===== config.mk =====
export PLATFORM = sky130hd
export DESIGN_NAME = adc_temp_reader
export DESIGN_NICKNAME = d
export VERILOG_FILES = /design/src/rtl/adc_temp_reader.sv
export SDC_FILE = /design/constraint.sdc
export NUM_CORES = 1
export LEC_CHECK = 0
export ABC_AREA = 1
export CAP_MARGIN = 20
export CORE_AREA = 2 2 86 88
export CTS_BUF_LIST = sky130_fd_sc_hd__clkbuf_8
export CTS_CLUSTER_SIZE = 40
export DETAILED_ROUTE_END_ITERATION = 10
export DIE_AREA = 0 0 88 90
export SETUP_SLACK_MARGIN = 0.15
export SLEW_MARGIN = 25
export SYNTH_ARGS = -nofsm -noshare
export SYNTH_HDL_FRONTEND = slang
export SYNTH_SLANG_ARGS = --single-unit
export TNS_END_PERCENT = 10

===== constraint.sdc =====
create_clock -name clk -period 3 [get_ports clk]
set_input_delay 0.9 -clock clk [delete_from_list [all_inputs] [get_ports clk]]
set_output_delay 0.9 -clock clk [all_outputs]
set_load 0.005 [all_outputs]

===== src/rtl/adc_temp_reader.sv =====
// -----------------------------------------------------------------------------
// adc_temp_reader
//
// Thermistor-channel front end for an external 12-bit SPI ADC. A free-running
// sample timer starts a 16-clock read frame every SAMPLE_DIV cycles while
// enable is high. Each frame is 4 leading zeros followed by D11..D0, MSB first.
// A frame whose top nibble is not zero is rejected. The latest good sample is
// held on temp.
//
// Parameters
//   CLK_DIV    : SCLK half-period in clk cycles (>= 2)
//   CS_SETUP   : clk cycles from CS fall to the first SCLK fall (>= 1)
//   SAMPLE_DIV : sample period in clk cycles (>= CS_SETUP + 32*CLK_DIV + 4)
//
// Ports
//   clk        in   system clock, all logic on posedge
//   rst        in   asynchronous active-high reset
//   enable     in   1 = periodic sampling runs, 0 = no new frames start
//   adc_miso   in   ADC serial data
//   adc_cs_n   out  ADC chip select, active low
//   adc_sclk   out  ADC serial clock, idles high
//   temp       out  last valid sample (raw unsigned ADC code)
//   temp_valid out  1-cycle pulse when temp is updated
//   frame_err  out  1-cycle pulse when a frame is rejected
// -----------------------------------------------------------------------------
module adc_temp_reader #(
  parameter int unsigned CLK_DIV    = 25,
  parameter int unsigned CS_SETUP   = 2,
  parameter int unsigned SAMPLE_DIV = 50000
) (
  input  logic        clk,
  input  logic        rst,
  input  logic        enable,
  input  logic        adc_miso,
  output logic        adc_cs_n,
  output logic        adc_sclk,
  output logic [11:0] temp,
  output logic        temp_valid,
  output logic        frame_err
);

  // One counter serves both the CS setup delay and the SCLK half-periods.
  localparam int unsigned CntMax = (CLK_DIV > CS_SETUP) ? CLK_DIV : CS_SETUP;
  localparam int unsigned CntW   = $clog2(CntMax + 1);
  localparam int unsigned TimerW = $clog2(SAMPLE_DIV);

  localparam logic [CntW-1:0]   SetupLast = CntW'(CS_SETUP - 1);
  localparam logic [CntW-1:0]   HalfLast  = CntW'(CLK_DIV - 1);
  localparam logic [TimerW-1:0] TimerLast = TimerW'(SAMPLE_DIV - 1);
  localparam logic [4:0]        FrameBits = 5'd16;

  typedef enum logic [1:0] {
    StIdle,
    StSetup,
    StShift,
    StDone
  } state_e;

  state_e            state_q, state_d;
  logic [TimerW-1:0] timer_q, timer_d;
  logic [CntW-1:0]   cnt_q, cnt_d;
  logic [4:0]        bit_cnt_q, bit_cnt_d;
  logic [15:0]       shift_q, shift_d;
  logic              sclk_q, sclk_d;
  logic              cs_n_q, cs_n_d;
  logic [11:0]       temp_q, temp_d;
  logic              temp_valid_q, temp_valid_d;
  logic              frame_err_q, frame_err_d;
  logic              tick;

  // ---------------------------------------------------------------------------
  // Sample timer: held at zero while disabled, so the first tick after enable
  // rises lands a full SAMPLE_DIV period later.
  // ---------------------------------------------------------------------------
  assign tick = enable && (timer_q == TimerLast);

  always_comb begin
    timer_d = timer_q;
    if (!enable) begin
      timer_d = '0;
    end else if (timer_q == TimerLast) begin
      timer_d = '0;
    end else begin
      timer_d = timer_q + 1'b1;
    end
  end

  // ---------------------------------------------------------------------------
  // Frame sequencer. All outputs are next-state registered, so nothing on the
  // output side depends combinationally on adc_miso.
  // ---------------------------------------------------------------------------
  always_comb begin
    state_d      = state_q;
    cnt_d        = cnt_q;
    bit_cnt_d    = bit_cnt_q;
    shift_d      = shift_q;
    sclk_d       = sclk_q;
    cs_n_d       = cs_n_q;
    temp_d       = temp_q;
    temp_valid_d = 1'b0;
    frame_err_d  = 1'b0;

    unique case (state_q)
      StIdle: begin
        // Ticks seen outside idle are simply ignored.
        if (tick) begin
          state_d = StSetup;
          cnt_d   = '0;
          cs_n_d  = 1'b0;
          sclk_d  = 1'b1;
        end
      end

      StSetup: begin
        if (cnt_q == SetupLast) begin
          state_d   = StShift;
          cnt_d     = '0;
          bit_cnt_d = '0;
          sclk_d    = 1'b0;
        end else begin
          cnt_d = cnt_q + 1'b1;
        end
      end

      StShift: begin
        if (cnt_q == HalfLast) begin
          cnt_d = '0;
          if (!sclk_q) begin
            // End of low phase: SCLK rises and the ADC bit is captured.
            sclk_d    = 1'b1;
            shift_d   = {shift_q[14:0], adc_miso};
            bit_cnt_d = bit_cnt_q + 1'b1;
          end else if (bit_cnt_q == FrameBits) begin
            // End of the 16th high phase: close the frame and judge it.
            state_d = StDone;
            cs_n_d  = 1'b1;
            if (shift_q[15:12] == 4'h0) begin
              temp_d       = shift_q[11:0];
              temp_valid_d = 1'b1;
            end else begin
              frame_err_d = 1'b1;
            end
          end else begin
            sclk_d = 1'b0;
          end
        end else begin
          cnt_d = cnt_q + 1'b1;
        end
      end

      StDone: begin
        state_d = StIdle;
      end

      default: begin
        state_d = StIdle;
      end
    endcase
  end

  always_ff @(posedge clk or posedge rst) begin
    if (rst) begin
      state_q      <= StIdle;
      timer_q      <= '0;
      cnt_q        <= '0;
      bit_cnt_q    <= '0;
      shift_q      <= '0;
      sclk_q       <= 1'b1;
      cs_n_q       <= 1'b1;
      temp_q       <= '0;
      temp_valid_q <= 1'b0;
      frame_err_q  <= 1'b0;
    end else begin
      state_q      <= state_d;
      timer_q      <= timer_d;
      cnt_q        <= cnt_d;
      bit_cnt_q    <= bit_cnt_d;
      shift_q      <= shift_d;
      sclk_q       <= sclk_d;
      cs_n_q       <= cs_n_d;
      temp_q       <= temp_d;
      temp_valid_q <= temp_valid_d;
      frame_err_q  <= frame_err_d;
    end
  end

  assign adc_cs_n   = cs_n_q;
  assign adc_sclk   = sclk_q;
  assign temp       = temp_q;
  assign temp_valid = temp_valid_q;
  assign frame_err  = frame_err_q;

endmodule


Word-level counts from Yosys, hierarchy flattened
Index checks and enable logic that the tools add are counted.
{"block": "word_totals", "ff_bits": 60, "wordCells": 77}
{"block": "op_classes", "n_bitwise": 1, "mux": 37, "reduce_logical": 13, "n_eq_ne": 13, "addsub": 3}
{"operator": "16-bit 2-to-1 mux", "count": 2}
{"operator": "5-bit 2-to-1 mux", "count": 6}
{"operator": "1-bit 2-to-1 mux", "count": 19}
{"operator": "16-bit by 1-bit adder with 16-bit output (second input constant)", "count": 1}
{"operator": "16-bit equality test (second input constant)", "count": 1}
{"operator": "5-bit one-hot mux with 3 select lines", "count": 1}
{"operator": "5-bit AND reduction", "count": 3}
{"operator": "2-bit != test (second input constant)", "count": 6}
{"operator": "5-bit by 1-bit adder with 5-bit output (second input constant)", "count": 2}
{"operator": "5-bit equality test (second input constant)", "count": 2}
{"operator": "2-bit 2-to-1 mux", "count": 5}
{"operator": "5-bit one-hot mux with 2 select lines", "count": 1}
{"operator": "2-bit one-hot mux with 4 select lines", "count": 1}
{"operator": "4-bit AND reduction", "count": 2}
{"operator": "5-bit by 1-bit equality test with 1-bit output (second input constant)", "count": 1}
{"operator": "2-bit equality test (second input constant)", "count": 2}
{"operator": "4-bit zero test", "count": 1}
{"operator": "2-bit nonzero test", "count": 2}
{"operator": "1-bit one-hot mux with 3 select lines", "count": 1}
{"operator": "3-bit AND reduction", "count": 1}
{"operator": "3-bit nonzero test", "count": 1}
{"operator": "2-bit by 1-bit equality test with 1-bit output (second input constant)", "count": 1}
{"operator": "2-bit zero test", "count": 1}
{"operator": "1-bit one-hot mux with 2 select lines", "count": 1}
{"operator": "other kinds (3)", "count": 3}

Longest topological paths before layout
Gate-level depths: netlist (run 1).
{"block": "logic_depth", "depth_word": 6, "ltp_mapped": 10, "ltp_nobuf": 9}

Worst setup path after synthesis (run 1)
OpenSTA, ideal clock, no wires.
{"block": "synth_path", "path_type": "reg2reg", "from": "register state_q[0]", "to": "register temp_q[10], in the netlist temp[10]", "required_ns": 2.883, "setup_time_ns": 0.117, "stages_incl_launch_ff": 10, "period_less_slack_ns": 1.615, "path_slack_ns": 1.385, "n_path_buf": 2, "arrival_ns": 1.498, "cell_sequence": "dfrtp_1 > inv_1 > ha_1 > buf_2 > nand2_1 > nor3_4 > nand2_4 > buf_6 > nand2_1 > o21ai_2"}
{"block": "synth_between", "elab_chain_cells": 2}
{"element": "from (decl)", "line_no": "59", "rtl": "state_e state_q, state_d;"}
{"element": "from (signal assigned)", "line_no": "163", "rtl": "state_q <= StIdle;"}
{"element": "from (signal assigned)", "line_no": "174", "rtl": "state_q <= state_d;"}
{"element": "2-bit equality test", "line_no": "103", "rtl": "unique case (state_q)"}
{"element": "5-bit AND reduction (no source line)"}
{"element": "to (signal assigned)", "line_no": "181", "rtl": "temp_q <= temp_d;"}
{"element": "to (decl)", "line_no": "66", "rtl": "logic [11:0] temp_q, temp_d;"}
Every way passes these cells.
A chain may end at the register's enable or synchronous reset.

Worst setup path after layout (run 1)
{"block": "layout_path", "from": "register sclk_q, in the netlist adc_sclk", "to": "output port adc_sclk"}
{"element": "from (decl)", "line_no": "64", "rtl": "logic sclk_q, sclk_d;"}
{"element": "from (signal assigned)", "line_no": "179", "rtl": "sclk_q <= sclk_d;"}
{"element": "to (decl)", "line_no": "36", "rtl": "output logic adc_sclk,"}
No word-level cell between the ends.

==> results of run 1 <==
metrics by stage:
stage / worst slack, ns / power [mW]
after global routing: 0.646 / 1.73
after detailed placement: 0.654 / 0.865
after global placement: 0.710 / 0.865
final: 0.686 / 1.66
after floorplan: 0.619 / 0.851
after CTS: 0.668 / 1.69
sequential cells by signal, summed over array words and instances (netlist names):
name and count:
adc_cs_n 1, bit_cnt_q 5, temp_valid 1, frame_err 1, adc_sclk 1, state_q 2
temp 12, timer_q 16, cnt_q 5, shift_q 16
Yosys cell counts, types with 2 or more instances:
cell type	number	area share [%]
dfstp_2	2	1.7
nor3_1	3	0.50
xnor2_1	2	0.58
dfrtp_1	58	48
nand2_1	83	10
clkbuf_1	2	0.25
nand3_1	25	4.1
o21ai_2	12	3.5
buf_2	4	0.66
inv_1	45	5.6
nor4_1	3	0.62
a21oi_1	7	1.2
nor2_2	2	0.41
buf_6	2	0.74
ha_1	11	4.5
nand2_4	3	1.1
nor2_1	44	5.5
o21ai_0	23	3.8
nand4_1	6	1.2
xor2_1	8	2.3
layer usage:
layer  routed length (µm)  part of all wire [%]  up-vias  track usage, %
li1                     -                     -     1183               -
met1                 2820                    51     1017            23.2
met2                 2490                    45       33            23.8
met3                  190                   3.4        6            3.67
met4                   69                   1.2        0            6.15
met5                    0                     0        -               0
final cells by class:
class,count,area (µm²),area share (%)
inverter,45,169,4.77
timing repair buffer,22,213,6.01
sequential,60,1500,42.5
tap,99,124,3.50
clock buffer,10,138,3.89
multi-input combinational,242,1310,36.9
clock inverter,6,87.6,2.47
power groups by stage:
stage | clock network (mW) | logic, mW | registers, mW
4_1_cts | 0.836 | 0.0352 | 0.815
2_1_floorplan | 0 | 0.0212 | 0.830
3_3_place_gp | 0 | 0.0346 | 0.830
6_report | 0.815 | 0.0334 | 0.815
3_5_place_dp | 0 | 0.0350 | 0.831
5_1_grt | 0.872 | 0.0406 | 0.815
worst min path at each step:
stage / slack (ns) / to / cells past startpoint
after floorplan: 0.43 / timer_q[0] / 1
after global placement: 0.45 / adc_cs_n / 2
after detailed placement: 0.46 / adc_cs_n / 2
after CTS: 0.47 / adc_cs_n / 2
after global routing: 0.49 / adc_cs_n / 2
final: 0.47 / adc_cs_n / 2
kinds of logic after synthesis:
kind of cell	after synthesis
compound gates	45
simple gates	175
fa+ha+maj	11
xor+xnor	10
flops	60
mux	1
buf+inv	53
==> impl_metrics.csv, run 1 <==
group,metric,value,unit
status,status,"finished, final reports clean",
worst_setup_path,start_kind,"register",
timing,period_share,77.1,%
power_and_ir_drop,internal-power,1.31,mW
finish,final_common_cell,"nand2_1",
place,dp.cells,468,
worst_setup_path,crit_path_end,"adc_sclk",
worst_setup_path,critPathKind,"register to primary output",
die,die_h,90,µm
logic_synthesis,ys_ff_latch,60,
logic_synthesis,synth_xor_area_share,2.89,%
timing,slew_headroom,58.1,%
timing,rsz0062_at_grt,"false",
clock_tree,cts.sinks,60,
clock_tree,clk_latency,0.33,ns
power_and_ir_drop,power_frac_clock,49.0,%
logic_synthesis,synth_compound_area_share,9.13,%
global_route,grt_usage,16.2,%
global_route,grt_max_degree,32,
place,gp_congestion,0.799,
routing,drc_errors,0,
clock_tree,post_cts.repair.setup_buffers,0,
routing,drt_pass1_iterations,4,
global_route,grt_pass1_wl,10200,µm
worst_setup_path,r2r_slack,1.02,ns
worst_setup_path,path_delay_family,"flip-flops",
logic_synthesis,synthAdderAreaFrac,4.55,%
power_and_ir_drop,power_density,470,nW/µm²
worst_hold_path,hold_path.class,"register to register",
routing,wl_per_cell,11.5,µm
power_and_ir_drop,p_sw_share,21.2,%
routing,viasPerCell,4.63,
finish,nFillCells,671,
clock_tree,htree_levels,3,
logic_synthesis,async_flop_share,100,%
job,drv_cap,0,
logic_synthesis,synthMuxAreaShare,0.372,%
finish,nets,395,
clock_tree,numCtsBuffers,9,
timing,setup_violations,0,
timing,hold_ws,0.466,ns
worst_setup_path,cp_num_buf_inv,1,
die,core.rowCount,31,
routing,vias,2239,
clock_tree,clkSlewWorstSetupHoldPaths,0.07,ns
worst_setup_path,cp-end-kind,"primary output",
clock_tree,cts_tree,"built",
global_route,grt_pass1_vias,2262,
finish,layout_common_cells,"nand2_1, dfrtp_1, inv_1, nor2_1, nand3_1",
routing,postRouteAntennaNets,0,
clock_tree,cts_repair_resize_count,0,
power_and_ir_drop,vdd_ir_drop_max,0.288,mV
power_and_ir_drop,p_leak,1.55,nW
finish,antenna_cells,0,
worst_setup_path,ff2ff_path_depth,7,
logic_synthesis,synth_nets,370,
logic_synthesis,synthCells,355,
timing,finalCriticalPeriod,2.31,ns
finish,synthToLayoutAreaGrowth,16.9,%
timing,drv_slew,0,
routing,dr.first_iter.drc_count,74,
power_and_ir_drop,p_sw,0.352,mW
place,portBuffers,19,
worst_setup_path,cp_slowest_stage_delay,0.58,ns
die,dieWidth,88,µm
die,core_area,7020,µm²
global_route,gr-total-overflow,0,
timing,skew,0.00645,ns
worst_setup_path,cp_slowest_cell,"dfstp_2",
die,die_area,7920,µm²
logic_synthesis,synthSimpleGateAreaFrac,26.2,%
logic_synthesis,synth.distinct_cells,30,
finish,layoutNonFillerInstCount,484,
logic_synthesis,avgSynthCellArea,8.53,µm²
place,place_area,3310,µm²
worst_hold_path,hold_start,"adc_cs_n",
finish,final_util,50.4,%
clock_tree,root_buffer,"clkbuf_8",
global_route,antenna_found_initial,0,
worst_setup_path,critPathLaunch,"adc_sclk",
worst_setup_path,cp_num_cells,1,
logic_synthesis,seq_area_frac_synth,49.7,%
timing,max_freq,0.432,GHz
clock_tree,ctsHoldBuffers,0,
finish,final_area,3540,µm²
timing,fin_setup_tns,0,ns
routing,drt_wl_total,5570,µm
power_and_ir_drop,seq_power_share,49.0,%
logic_synthesis,syn_area,3030,µm²
power_and_ir_drop,comb_power_share,2.0,%
worst_setup_path,arrival,1.41,ns
worst_setup_path,path_cells,"clkdlybuf4s50_1",
clock_tree,clock_path_buffers,2,
die,start_util,43.1,%
logic_synthesis,synth_edf_count,0,
timing,tightest_slew,0.622,ns
logic_synthesis,ys_warn_count,0,
finish,drive_gt1_share,11.9,%
worst_setup_path,r2r_end,"temp[5]",
timing,final-hold-violation-count,0,
logic_synthesis,ys.flop_type,"dfrtp_1",
logic_synthesis,synth_top_family_by_area,"simple AND/OR/NAND/NOR gates",
place,hpwl,3880,µm
die,ioPinCount,20,
worst_setup_path,r2r_start,"state_q[0]",
worst_setup_path,cp.required,2.10,ns
worst_setup_path,worstPathMaxFanout,5,
Note: power is estimated with default switching activity, not from simulation.
==> run 2, diff against run 1 <==
==> constraint.sdc (replaced) <==
create_clock -name clk -period 2.35 [get_ports clk]
set_input_delay 0.705 -clock clk [delete_from_list [all_inputs] [get_ports clk]]
set_output_delay 0.705 -clock clk [all_outputs]
set_load 0.005 [all_outputs]
==> impl_metrics.csv, run 2 (same netlist as run 1, synthesis figures left out) <==
group,metric,value,unit
power_and_ir_drop,power_frac_clock,47.1,%
timing,slew_headroom,57.0,%
timing,fin_setup_tns,0,ns
power_and_ir_drop,power_density,578,nW/µm²
finish,nFillCells,683,
power_and_ir_drop,p_leak,1.54,nW
routing,viasPerCell,4.71,
clock_tree,htree_levels,3,
timing,max_freq,0.474,GHz
worst_setup_path,ff2ff_path_depth,8,
worst_setup_path,critPathKind,"register to primary output",
routing,wl_per_cell,11.5,µm
clock_tree,ctsHoldBuffers,0,
worst_setup_path,cp_slowest_stage_delay,0.57,ns
routing,drc_errors,0,
finish,final_common_cell,"nand2_1",
global_route,grt_pass1_vias,2216,
finish,nets,394,
timing,layout_setup_ws,0.242,ns
worst_setup_path,path_delay_family,"flip-flops",
timing,setup_violations,0,
worst_setup_path,cp_num_buf_inv,1,
die,core_area,7020,µm²
worst_hold_path,hold_start,"adc_cs_n",
power_and_ir_drop,power,2.05,mW
worst_setup_path,cp_slowest_cell,"dfstp_2",
power_and_ir_drop,vdd_ir_drop_max,0.315,mV
die,ioPinCount,20,
clock_tree,numCtsBuffers,9,
die,core.rowCount,31,
clock_tree,cts.sinks,60,
place,portBuffers,19,
finish,antenna_cells,0,
status,status,"finished, final reports clean",
worst_setup_path,r2r_slack,0.46,ns
timing,skew,0.00768,ns
timing,tightest_slew,0.639,ns
place,hpwl,3900,µm
worst_setup_path,path_cells,"clkdlybuf4s50_1",
finish,layout_common_cells,"nand2_1, dfrtp_1, inv_1, nor2_1, nand3_1",
power_and_ir_drop,p_sw,0.472,mW
clock_tree,cts_tree,"built",
finish,drive_gt1_share,12.0,%
worst_setup_path,critPathLaunch,"adc_sclk",
worst_setup_path,cp.required,1.64,ns
clock_tree,root_buffer,"clkbuf_8",
worst_setup_path,worstPathMaxFanout,5,
die,start_util,43.1,%
worst_hold_path,hold_path.class,"register to register",
worst_setup_path,crit_path_end,"adc_sclk",
finish,synthToLayoutAreaGrowth,17.0,%
global_route,grt_max_degree,52,
global_route,antenna_found_initial,0,
power_and_ir_drop,comb_power_share,2.2,%
place,dpl_worst_slack,0.246,ns
routing,postRouteAntennaNets,0,
timing,final-hold-violation-count,0,
finish,layoutNonFillerInstCount,483,
worst_setup_path,r2r_end,"shift_q[5]",
routing,dr.first_iter.drc_count,104,
place,gp_congestion,0.819,
timing,drv_slew,0,
worst_setup_path,cp_num_cells,1,
clock_tree,clkSlewWorstSetupHoldPaths,0.07,ns
die,die_area,7920,µm²
die,die_h,90,µm
timing,finalCriticalPeriod,2.11,ns
global_route,grt_usage,15.9,%
power_and_ir_drop,seq_power_share,50.8,%
timing,rsz0062_at_grt,"false",
worst_setup_path,arrival,1.40,ns
worst_setup_path,cp-end-kind,"primary output",
job,drv_cap,0,
clock_tree,clock_path_buffers,2,
global_route,grt_pass1_wl,9920,µm
die,dieWidth,88,µm
timing,period_share,89.7,%
power_and_ir_drop,internal-power,1.58,mW
routing,drt_wl_total,5540,µm
place,dp.cells,467,
clock_tree,clk_latency,0.34,ns
worst_setup_path,r2r_start,"state_q[0]",
power_and_ir_drop,p_sw_share,23.0,%
global_route,gr-total-overflow,0,
worst_setup_path,start_kind,"register",
routing,drt_pass1_iterations,5,
routing,vias,2277,
==> run 2: worst min path at each step <==
stage                  to  slack (ns)  depth (start not counted)
6_report         adc_cs_n        0.46                          2
5_1_grt        timer_q[0]        0.50                          1
4_1_cts          adc_cs_n        0.47                          2
3_5_place_dp     adc_cs_n        0.46                          2
3_3_place_gp   timer_q[0]        0.46                          1
2_1_floorplan  timer_q[0]        0.43                          1
==> run 2: metrics by stage <==
stage	util, %	instance area [µm²]	hold slack (ns)
2_1_floorplan	-	3030	0.433
3_3_place_gp	47.5	3330	0.457
3_5_place_dp	47.5	3330	0.458
4_1_cts	50.4	3540	0.469
5_1_grt	50.5	3540	0.498
6_report	50.5	3540	0.464
==> run 2: power groups by stage <==
stage	combinational [mW]	clock (mW)	sequential (mW)
2_1_floorplan	0.0270	0	1.06
3_3_place_gp	0.0459	0	1.06
3_5_place_dp	0.0462	0	1.06
4_1_cts	0.0466	0.998	1.04
5_1_grt	0.0523	1.04	1.04
6_report	0.0442	0.965	1.04
==> run 2: what timing repair did <==
item / 4_1_cts / 5_1_grt
gates resized for setup: 0 / 1
endpoints found under the setup margin: 0 / 5
setup buffers: 0 / 0
==> run 2: layout make-up <==
class,instances,area [µm²],share of cell area [%]
clock inverter,6,71.3,2.01
timing repair buffer,21,230,6.50
sequential,60,1500,42.4
clock buffer,10,138,3.88
multi-input combinational,242,1310,36.9
inverter,45,169,4.77
tap,99,124,3.50
==> run 2: worst reg2reg max path: stages, from the launching register on <==
cell,delay (ns)
dfrtp_1,0.42
inv_1,0.13
ha_2,0.31
inv_1,0.15
nor2_1,0.15
nand2_1,0.23
buf_12,0.24
nand2_1,0.06
o21ai_0,0.08
==> run 2: per-layer routing <==
layer	vias up	wire length (µm)	GRT usage [%]
met5	-	0	0
met4	0	128	8.46
met3	11	175	3.67
met2	42	2380	22.6
met1	1047	2860	22.4
li1	1177	-	-
==> run 3, diff against run 2 <==
--- a/config.mk
+++ b/config.mk
@@ -12,6 +12,7 @@
 export CTS_CLUSTER_SIZE = 40
 export DETAILED_ROUTE_END_ITERATION = 10
 export DIE_AREA = 0 0 88 90
+export RECOVER_POWER = 25
 export SETUP_SLACK_MARGIN = 0.15
 export SLEW_MARGIN = 25
 export SYNTH_ARGS = -nofsm -noshare
==> impl_metrics.csv, run 3 (same netlist as run 1, synthesis figures left out) <==
group,metric,value,unit
place,gp_congestion,0.819,
worst_setup_path,cp.required,1.64,ns
job,drv_cap,0,
die,core_area,7020,µm²
timing,rsz0062_at_grt,"false",
routing,topRoutingLayerUsed,"met4",
worst_setup_path,worstPathMaxFanout,5,
routing,vias,2283,
worst_setup_path,start_kind,"register",
finish,final_common_cell,"nand2_1",
worst_setup_path,critPathKind,"register to primary output",
finish,antenna_cells,0,
clock_tree,post_cts.repair.setup_buffers,0,
die,dieWidth,88,µm
worst_setup_path,arrival,1.40,ns
timing,max_freq,0.474,GHz
die,core.rowCount,31,
finish,layout_common_cells,"nand2_1, dfrtp_1, inv_1",
clock_tree,numCtsBuffers,9,
timing,drv_slew,0,
die,ioPinCount,20,
worst_setup_path,path_delay_family,"flip-flops",
clock_tree,cts.sinks,60,
finish,multi_input_comb_area,1310,µm²
routing,drt_wl_total,5540,µm
die,die_area,7920,µm²
routing,wl_per_cell,11.5,µm
routing,wl_met3,175,µm
global_route,grt_usage,15.9,%
finish,drive_gt1_share,11.7,%
worst_setup_path,cp_num_buf_inv,1,
place,portBuffers,19,
timing,slew_headroom,54.6,%
clock_tree,clk_latency,0.34,ns
routing,drt_pass1_iterations,5,
power_and_ir_drop,p_leak,1.54,nW
finish,synthToLayoutAreaGrowth,16.6,%
global_route,gr-total-overflow,0,
clock_tree,cts_repair_resize_count,0,
clock_tree,htree_levels,3,
worst_setup_path,r2r_start,"state_q[0]",
routing,dr.first_iter.drc_count,104,
routing,wl_met1,2860,µm
global_route,grt_pass1_vias,2216,
routing,viasPerCell,4.73,
finish,seq_area,1500,µm²
place,hpwl,3900,µm
place,dp.cells,467,
status,status,"finished, final reports clean",
worst_setup_path,cp_slowest_stage_delay,0.57,ns
die,start_util,43.1,%
worst_setup_path,cp_slowest_cell,"dfstp_2",
power_and_ir_drop,power_density,579,nW/µm²
timing,final-hold-violation-count,0,
global_route,grt_max_degree,52,
die,die_h,90,µm
worst_setup_path,critPathLaunch,"adc_sclk",
global_route,antenna_found_initial,0,
finish,final_util,50.3,%
finish,nFillCells,685,
clock_tree,clock_path_buffers,2,
power_and_ir_drop,vdd_ir_drop_max,0.315,mV
timing,finalCriticalPeriod,2.11,ns
worst_hold_path,hold_start,"adc_cs_n",
timing,tightest_slew,0.681,ns
timing,fin_setup_tns,0,ns
finish,nets,394,
clock_tree,cts_tree,"built",
timing,skew,0.00769,ns
routing,postRouteAntennaNets,0,
worst_setup_path,path_cells,"clkdlybuf4s50_1",
worst_hold_path,hold_path.class,"register to register",
timing,setup_violations,0,
global_route,grt_pass1_wl,9920,µm
timing,hold_ws,0.464,ns
worst_setup_path,cp-end-kind,"primary output",
clock_tree,root_buffer,"clkbuf_8",
clock_tree,ctsHoldBuffers,0,
clock_tree,clkSlewWorstSetupHoldPaths,0.07,ns
routing,drc_errors,0,
finish,layoutNonFillerInstCount,483,
timing,period_share,89.7,%
routing,dr_wl_met2,2380,µm
[run 3: cell types whose count changed in the layout (fill, tap and decap cells not counted)]
cell / previous run / this run
buf_12: 2 / 1
clkbuf_4: 0 / 1
clkdlybuf4s50_1: 19 / 18
dlygate4sd3_1: 0 / 1
inv_1: 44 / 45
inv_2: 1 / 0
[run 3: report_power, final]
part           switching [mW]  leakage, nW  total (mW)  internal [mW]
Combinational          0.0309        0.611      0.0407        0.00982
Sequential            0.00330        0.826        1.04           1.04
Clock                   0.438       0.0995       0.965          0.527
Total                   0.472         1.54        2.05           1.57
[run 3: final timing paths]
kind	slack [ns]	end	cells after the start
worst min-delay path	0.46	adc_cs_n	2
max in group asynchronous	0.52	temp[2]	3
worst max-delay path	0.24	adc_sclk	1
min in group asynchronous	0.77	timer_q[15]	2
worst min register to register	0.46	adc_cs_n	2
worst max register to register	0.46	shift_q[5]	8
[run 3: metal layers]
metal  up-vias  GRT usage [%]
li1       1177              -
met1      1053           22.4
met2        42           22.6
met3        11           3.67
met4         0           8.46
met5         -              0
[run 3: worst register-to-register path, stage by stage (launching register included)]
cell,delay [ns]
dfrtp_1,0.42
inv_1,0.13
ha_2,0.31
inv_1,0.15
nor2_1,0.15
nand2_1,0.23
buf_12,0.24
nand2_1,0.06
o21ai_0,0.08
[run 3: area by class of cell]
class | instances | area share (%)
Clock buffer | 10 | 3.90
Tap cell | 99 | 3.51
Clock inverter | 6 | 2.02
Multi-Input combinational cell | 242 | 37.0
Sequential cell | 60 | 42.6
Inverter | 45 | 4.78
Timing Repair Buffer | 21 | 6.17
[run 3: metrics by stage]
stage	setup slack, ns	cell area, µm²	power [mW]
detailed placement	0.246	3330	1.11
CTS	0.215	3540	2.08
finish	0.242	3530	2.05
floorplan	0.164	3030	1.09
global placement	0.285	3330	1.11
global route	0.164	3530	2.13
